**src/rtl/display_pkg.sv**
```systemverilog
// display_pkg: shared segment codes, digit indices and anode selects for the display driver
package display_pkg;
  localparam logic [6:0] SEG_0 = 7'h3F;
  localparam logic [6:0] SEG_1 = 7'h06;
  localparam logic [6:0] SEG_2 = 7'h5B;
  localparam logic [6:0] SEG_3 = 7'h4F;
  localparam logic [6:0] SEG_4 = 7'h66;
  localparam logic [6:0] SEG_5 = 7'h6D;
  localparam logic [6:0] SEG_6 = 7'h7D;
  localparam logic [6:0] SEG_7 = 7'h07;
  localparam logic [6:0] SEG_8 = 7'h7F;
  localparam logic [6:0] SEG_9 = 7'h6F;
  localparam logic [6:0] SEG_OFF = 7'h00;
  localparam logic [1:0] D0 = 2'd0;
  localparam logic [1:0] D1 = 2'd1;
  localparam logic [1:0] D2 = 2'd2;
  localparam logic [1:0] D3 = 2'd3;
  localparam logic [3:0] AN_D0 = 4'b0001;
  localparam logic [3:0] AN_D1 = 4'b0010;
  localparam logic [3:0] AN_D2 = 4'b0100;
  localparam logic [3:0] AN_D3 = 4'b1000;
  function automatic logic [3:0] an_onehot(input logic [1:0] d);
    return d == D0 ? AN_D0 : d == D1 ? AN_D1 : d == D2 ? AN_D2 : AN_D3;
  endfunction
endpackage

```
**src/rtl/seg7_decode.sv**
```systemverilog
// seg7_decode: 4-bit digit to active-high {g..a} segments, codes above 9 go dark
module seg7_decode
  import display_pkg::*;
(
  input  logic [3:0] digit,
  output logic [6:0] seg
);
  always_comb begin
    seg = SEG_OFF;
    case (digit)
      4'd0: seg = SEG_0;
      4'd1: seg = SEG_1;
      4'd2: seg = SEG_2;
      4'd3: seg = SEG_3;
      4'd4: seg = SEG_4;
      4'd5: seg = SEG_5;
      4'd6: seg = SEG_6;
      4'd7: seg = SEG_7;
      4'd8: seg = SEG_8;
      4'd9: seg = SEG_9;
      default: seg = SEG_OFF;
    endcase
  end
endmodule

```
**src/rtl/counter_display_driver.sv**
```systemverilog
// counter_display_driver: four-digit multiplexed 7-seg driver for two 4-bit counter values
module counter_display_driver
  import display_pkg::*;
#(
  parameter int REFRESH_DIV = 100000,
  parameter int GUARD = 4,
  parameter bit ACTIVE_LOW = 1'b1
) (
  input  logic       clk,
  input  logic       rst,
  input  logic [3:0] val_a,
  input  logic [3:0] val_b,
  input  logic       blank_lz,
  output logic [6:0] seg,
  output logic       dp,
  output logic [3:0] an,
  output logic       frame_start
);
  localparam int PW = (REFRESH_DIV > 2) ? $clog2(REFRESH_DIV) : 1;
  logic [PW-1:0] pcnt, pcnt_n;
  logic [1:0] dig, dig_n;
  logic [3:0] snap_a, snap_b, snap_a_n, snap_b_n, v, digit, an_i;
  logic tick, wrap, tens_sel, act, blank;
  logic [6:0] seg_dec, seg_i;
  seg7_decode u_dec (.digit(digit), .seg(seg_dec));
  // outputs are registered from next-state so seg/dp/an move on the same edge as dig
  always_comb begin
    tick = pcnt == PW'(REFRESH_DIV - 1);
    wrap = tick && dig == D3;
    pcnt_n = tick ? '0 : pcnt + 1'b1;
    dig_n = tick ? dig + 2'd1 : dig;
    snap_a_n = wrap ? val_a : snap_a;
    snap_b_n = wrap ? val_b : snap_b;
    v = dig_n[1] ? snap_b_n : snap_a_n;
    tens_sel = dig_n[0];
    digit = tens_sel ? {3'b000, v >= 4'd10} : (v >= 4'd10 ? v - 4'd10 : v);
    act = pcnt_n >= PW'(GUARD);
    an_i = act ? an_onehot(dig_n) : 4'b0000;
    blank = blank_lz && tens_sel && digit == 4'd0;
    seg_i = blank ? SEG_OFF : seg_dec;
  end
  always_ff @(posedge clk or posedge rst) begin
    if (rst) begin
      pcnt <= '0;
      dig <= D3;
      snap_a <= '0;
      snap_b <= '0;
      an <= {4{ACTIVE_LOW}};
      seg <= {7{ACTIVE_LOW}};
      dp <= ACTIVE_LOW;
      frame_start <= 1'b0;
    end else begin
      pcnt <= pcnt_n;
      dig <= dig_n;
      snap_a <= snap_a_n;
      snap_b <= snap_b_n;
      an <= an_i ^ {4{ACTIVE_LOW}};
      seg <= seg_i ^ {7{ACTIVE_LOW}};
      dp <= (act && dig_n == D2) ^ ACTIVE_LOW;
      frame_start <= wrap;
    end
  end
endmodule

```
**config.mk**
```make
export PLATFORM = sky130hd
export DESIGN_NAME = counter_display_driver
export DESIGN_NICKNAME = d
export VERILOG_FILES = /design/src/rtl/display_pkg.sv /design/src/rtl/seg7_decode.sv /design/src/rtl/counter_display_driver.sv
export SDC_FILE = /design/constraint.sdc
export NUM_CORES = 1
export LEC_CHECK = 0
export BUFFER_PORTS_ARGS = -buffer_cell sky130_fd_sc_hd__buf_2
export CORE_MARGIN = 4
export CORE_UTILIZATION = 30
export CTS_CLUSTER_DIAMETER = 40
export DETAILED_ROUTE_END_ITERATION = 6
export GPL_TIMING_DRIVEN = 1
export MAX_ROUTING_LAYER = met4
export PLACE_DENSITY_LB_ADDON = 0.2
export SLEW_MARGIN = 20
export SYNTH_ARGS = -nofsm -noshare
export SYNTH_HDL_FRONTEND = slang
export SYNTH_HIERARCHICAL = 1
export SYNTH_SLANG_ARGS = --single-unit
```
**constraint.sdc**
```tcl
create_clock -name clk -period 4.15 [get_ports clk]
set_input_delay 0 -clock clk [delete_from_list [all_inputs] [get_ports clk]]
set_output_delay 0 -clock clk [all_outputs]
set_load 0.1 [all_outputs]
```
-- Word-level counts from Yosys, hierarchy flattened
Memories as Yosys holds them, arrays and structs flattened.
Index checks and enable logic that the tools add are counted.
- memories kept: 1
- logic and storage cells: 39
- flip-flop bits (word level): 40
- output and inout port bits: 13
- latch bits: 0
- memory bits (read-only): 112
- input bits: 11
- RAM bits: 0
- memory list (memory ; words ; width ; read ports ; clocked after memory_dff ; wr ports ; line ; RTL):
    (name not given) ; 16 ; 7 ; 1 ; 0 ; 0 ; seg7_decode.sv:10 ; case (digit)
- multiply operators: 0
- order comparisons: 2
- div/mod/pow operators: 0
- shift-type cells: 0
- bitwise logic cells: 3
- add/sub/neg operators: 3
- muxes and demuxes: 12
- reductions and logical operators: 6
- equal/unequal tests: 4
- operators by type and width (kind ; count):
    4-bit two-way mux ; 9
    17-bit by 1-bit adder with 17-bit output, second input constant ; 1
    17-bit equality test, second input constant ; 1
    17-bit by 3-bit >= comparator with 1-bit output, second input constant ; 1
    17-bit two-way mux ; 1
    7-bit two-way mux ; 1
    7-bit inverter ; 1
    2-bit equality test, second input constant ; 2
    4-bit >= comparator, second input constant ; 1
    1-bit logical AND ; 4
    4-bit zero test ; 1
    4-bit inverter ; 1
    4-bit subtractor, second input constant ; 1
    2-bit by 1-bit adder with 2-bit output, second input constant ; 1
    2-bit by 1-bit equality test with 1-bit output, second input constant ; 1
    2-bit zero test ; 1
    2-bit two-way mux ; 1
    1-bit inverter ; 1

-- Longest topological paths before layout
- word-level depth: 11
- depth in mapped cells: 14
- mapped depth without buffers: 13

-- Hierarchy
The synthesis kept the hierarchy.
- modules (own cells, without submodules) (module ; cells each ; area an instance (sq um) ; instances ; seq. area each (sq um)):
    counter_display_driver ; 202 ; 2223.4 ; 1 ; 992.2
    seg7_decode ; 26 ; 201.4 ; 1 ; 0.0

-- Worst setup path before layout
Ideal clock, no wire load.
- path type: register -> register
- start point: register pcnt[12]
- end point: register seg[3]
- library setup time: 81 ps
- path slack: 618 ps
- path buffers: 1
- data arrival time: 3451 ps
- cell stages (with the launch flop): 11
- cell sequence: dfrtp_1 buf_6 or4_4 nor4_2 mux2_2 o31ai_1 inv_1 ha_1 inv_1 o21ai_0 nand2_1
- elaborated cells on any way between the ends: 16
- RTL lines (element ; line ; RTL):
    start: declaration ; counter_display_driver.sv:20 ; logic [PW-1:0] pcnt, pcnt_n;
    start signal: assignment ; counter_display_driver.sv:53 ; pcnt <= pcnt_n;
    17-bit equality test * ; counter_display_driver.sv:28 ; tick = pcnt == PW'(REFRESH_DIV - 1);
    1-bit logical AND ; counter_display_driver.sv:29 ; wrap = tick && dig == D3;
    4-bit two-way mux, on equally long branches ; counter_display_driver.sv:32, counter_display_driver.sv:33 ;
    4-bit two-way mux ; counter_display_driver.sv:34 ; v = dig_n[1] ? snap_b_n : snap_a_n;
    4-bit subtractor or 4-bit >= comparator (tied branches) ; counter_display_driver.sv:36 ; digit = tens_sel ? {3'b000, v >= 4'd10} : (v >= 4'd10 ? v - 4'd10 : v);
    4-bit two-way mux ; counter_display_driver.sv:36 ;
    4-bit two-way mux * ; counter_display_driver.sv:36 ;
    net digit[1] ; counter_display_driver.sv:22 ; logic [3:0] snap_a, snap_b, snap_a_n, snap_b_n, v, digit, an_i;
    memory 16 x 7 bit * ; - ;
    net seg_dec[3] ; counter_display_driver.sv:24 ; logic [6:0] seg_dec, seg_i;
    7-bit two-way mux * ; counter_display_driver.sv:40 ; seg_i = blank ? SEG_OFF : seg_dec;
    7-bit inverter (no line) * ; - ;
    end signal: assignment ; counter_display_driver.sv:49 ; seg <= {7{ACTIVE_LOW}};
    end signal: assignment ; counter_display_driver.sv:58 ; seg <= seg_i ^ {7{ACTIVE_LOW}};
    end: declaration ; counter_display_driver.sv:14 ; output logic [6:0] seg,
Mark *: on every way through the listed nets, which the timed path passes. The rest lies on a longest branch.

-- Worst setup path after layout
Ends and elaborated chain as after synthesis.

==> flow_summary_export.csv <==
group,metric,value,unit
drt,drtIter0Drc,74,
drt,dr.pass1.iters,4,
placement,dp_cells,344,
placement,numPortBuffers,23,
logic_synthesis,synth_cells,228,
clock_network,cts_buffers,5,
logic_synthesis,synth-main-ff-cell,"dfrtp_1",
sta,finalSetupViolations,0,
clock_network,cts_sinks,39,
global_route,grtUsageTotal,11.7,%
sta,period_share,90.7,%
setup_path,cp-start-kind,"flop",
finish,layout.nets,278,
setup_path,path_max_fanout,9,
clock_network,post-cts-setup-buffers,0,
die,die_x,97.9,microns
clock_network,clk_latency,300,ps
outcome,run_status,"complete, no violations",
setup_path,end_kind,"flop",
power_and_ir_drop,p_per_area,285,nW/um^2
sta,hold_viol,0,
logic_synthesis,yosys.cell_types.count,54,
sta,fmax,266,MHz
finish,nFillCells,800,
placement,gp_congestion,0.812,
global_route,grt_max_degree,40,
die,die_y,97.9,microns
setup_path,cp.required,4380,ps
drt,drc,0,
logic_synthesis,ys_seq_elements,39,
drt,routedWlPerCell,14.1,microns
die,rows,32,
finish,drive_above_1_share,29.7,%
setup_path,r2r_setup_slack,390,ps
drt,drt-total-wl,5100,microns
power_and_ir_drop,switching_share,20.2,%
sta,max_slew_margin,33.1,%
power_and_ir_drop,design_power_total,790,uW
sta,final.setup.tns,0,ps
die,ios,24,
power_and_ir_drop,p_seq_share,48.2,%
drt,vias,1763,
die,core_area,7810,sq um
power_and_ir_drop,power_leakage,0.00121,uW
global_route,grt_pass1_vias,1811,
logic_synthesis,syn_area,2420,sq um
logic_synthesis,ys.warnings.count,6,
drt,vias_per_cell,4.88,
logic_synthesis,synth_edf_count,0,
drt,drtAntennaViolNets,0,
clock_network,h-tree-depth,2,
setup_path,critPathKind,"reg2reg",
finish,final_cell_count_no_fill,361,
power_and_ir_drop,power_frac_comb,2.6,%
clock_network,clockBufferDepth,2,
global_route,antenna_found_initial,0,
finish,fin_util,35.4,%
global_route,grt_pass1_wl,8980,microns
flow_run,cap_violations,0,
sta,setup_ws,386,ps
finish,synthToLayoutAreaGrowth,14.1,%
finish,antenna_cells,0,
finish,multi_input_area,1230,sq um
clock_network,clk_pin_slew_worst_paths,80,ps
sta,slew_violations,0,
placement,preCtsSetupSlack,383,ps
hold_path,hp-class,"in2reg",
power_and_ir_drop,p_int,631,uW
power_and_ir_drop,vdd_drop_max,181,uV
die,initial_core_util,31.1,%
finish,regArea,992,sq um
logic_synthesis,synth_nets,248,
logic_synthesis,async_flop_share,100,%
clock_network,cts_root_buffer,"clkbuf_8",
sta,rsz0062_at_grt,"false",
power_and_ir_drop,clockPowerShare,49.2,%
sta,fin_crit,3760,ps
logic_synthesis,synth_area_per_cell,10.6,sq um
global_route,grt_overflow_total,0,
setup_path,cp_data_arrival_time,3990,ps
logic_synthesis,yosysSeqAreaShare,40.9,%
die,fp.dieArea,9590,sq um
sta,finClkSkew,10.4,ps
placement,dp_hpwl,3620,microns
power_and_ir_drop,p_sw,159,uW
sta,tightest_slew,990,ps
clock_network,cts_tree,"built",
-- state kept, by name, summed over array words and instances (netlist names) --
name,flops
snap_b,4
snap_a,4
an,4
pcnt,17
dig,2
seg,7
frame_start,1
-- cells in the mapped netlist (2+ instances only) --
library cell  count  share of area (%)
nor2_1           16                2.5
nand2_1          24                3.7
o31ai_1           3               0.93
or3_1             2               0.52
nor4_1            4                1.0
nand3b_1          2               0.62
clkbuf_1          3               0.46
and3_2            2               0.62
nand4_1           3               0.77
o21ai_0           8                1.7
nand3_1          10                2.1
dfrtp_1          26                 27
mux2i_1           3                1.2
nor3_1            7                1.4
buf_6             2               0.93
inv_1            11                1.7
a21oi_1           4               0.83
bufbuf_16         2                2.7
mux4_2            4                3.7
dfstp_2          13                 14
clkbuf_8          3                1.7
or4_1             3               0.93
nand4b_1          5                1.8
mux2_2           12                5.6
ha_1              9                4.6
xor2_1            9                3.3
a31oi_1           3               0.77
xnor2_1           9                3.3
-- worst max-delay path: stages (launching register included) --
cell and delay [ps]:
dfrtp_1 470, or4_4 560, or4_1 720, nand2_1 200
nand3_1 110, o31ai_1 800, inv_1 230, ha_1 360
inv_1 40, o21ai_0 150, nand2_1 70
-- final timing paths --
path / startpoint / end / cells after the start
worst max register to register: pcnt[12] / seg[3] / 10
worst min register to register: pcnt[0] / pcnt[0] / 1
min in group asynchronous: rst / pcnt[9] / 4
max in group asynchronous: rst / an[0] / 4
worst max-delay path: pcnt[12] / seg[3] / 10
worst min-delay path: blank_lz / seg[3] / 4
-- stage by stage --
stage | hold slack [ps] | cell area (sq um)
final | 110 | 2770
after CTS | 94.7 | 2770
after global placement | 159 | 2540
after floorplan | 152 | 2420
after detailed placement | 164 | 2540
after global routing | 133 | 2770
-- power groups by stage --
stage / sequential, uW / combinational (uW) / clock (uW)
6_report: 380 / 20.8 / 389
2_1_floorplan: 387 / 6.38 / 0
4_1_cts: 380 / 21.8 / 403
3_3_place_gp: 387 / 15.3 / 0
3_5_place_dp: 387 / 15.5 / 0
5_1_grt: 380 / 24.5 / 417
-- layer usage --
| metal | up-vias | global-route usage (%) | wire [microns] |
|---|---|---|---|
| met5 | - | - | 0 |
| met4 | 0 | 4.15 | 95 |
| met3 | 8 | 2.21 | 166 |
| met2 | 38 | 19.3 | 2540 |
| met1 | 850 | 14.3 | 2300 |
| li1 | 867 | - | - |
-- repair_timing --
| action | 4_1_cts | 5_1_grt |
|---|---|---|
| gates resized for setup | 0 | 0 |
| hold endpoints to repair | 34 | 0 |
| hold buffers | 9 | 0 |
-- layout make-up --
type | count | share of cell area (%)
clock buffer | 5 | 2.49
clock inverter | 3 | 2.44
inverter | 11 | 1.49
multi-input combinational | 165 | 44.6
sequential | 39 | 35.8
tap | 102 | 4.61
timing repair buffer | 36 | 8.50
-- placed cells by master (no fill, tap or decap), drive strengths merged, types with 3 or more instances in the layout --
master and count:
mux2i 4, or4 4, dfstp 13, nand4 3, xnor2 9, inv 11
o21ai 9, a31oi 3, ha 9, nor4 5, a21oi 5, dlygate4sd3 9
xor2 9, mux2 12, o31ai 3, nand2 24, and3 3, nand3 10
buf 27, dfrtp 26, nand4b 5, mux4 4, clkbuf 5, nor3 7
nor2 16
-- kinds of logic after synthesis --
family          Yosys count  synth area share [%]
compound gates           30                  8.67
buf+inv                  24                  8.15
xor+xnor                 18                  6.50
mux                      20                  11.5
simple gates             88                  19.7
flops                    39                  40.9
fa+ha+maj                 9                  4.64
No activity file was read; power rests on OpenSTA's default activity.
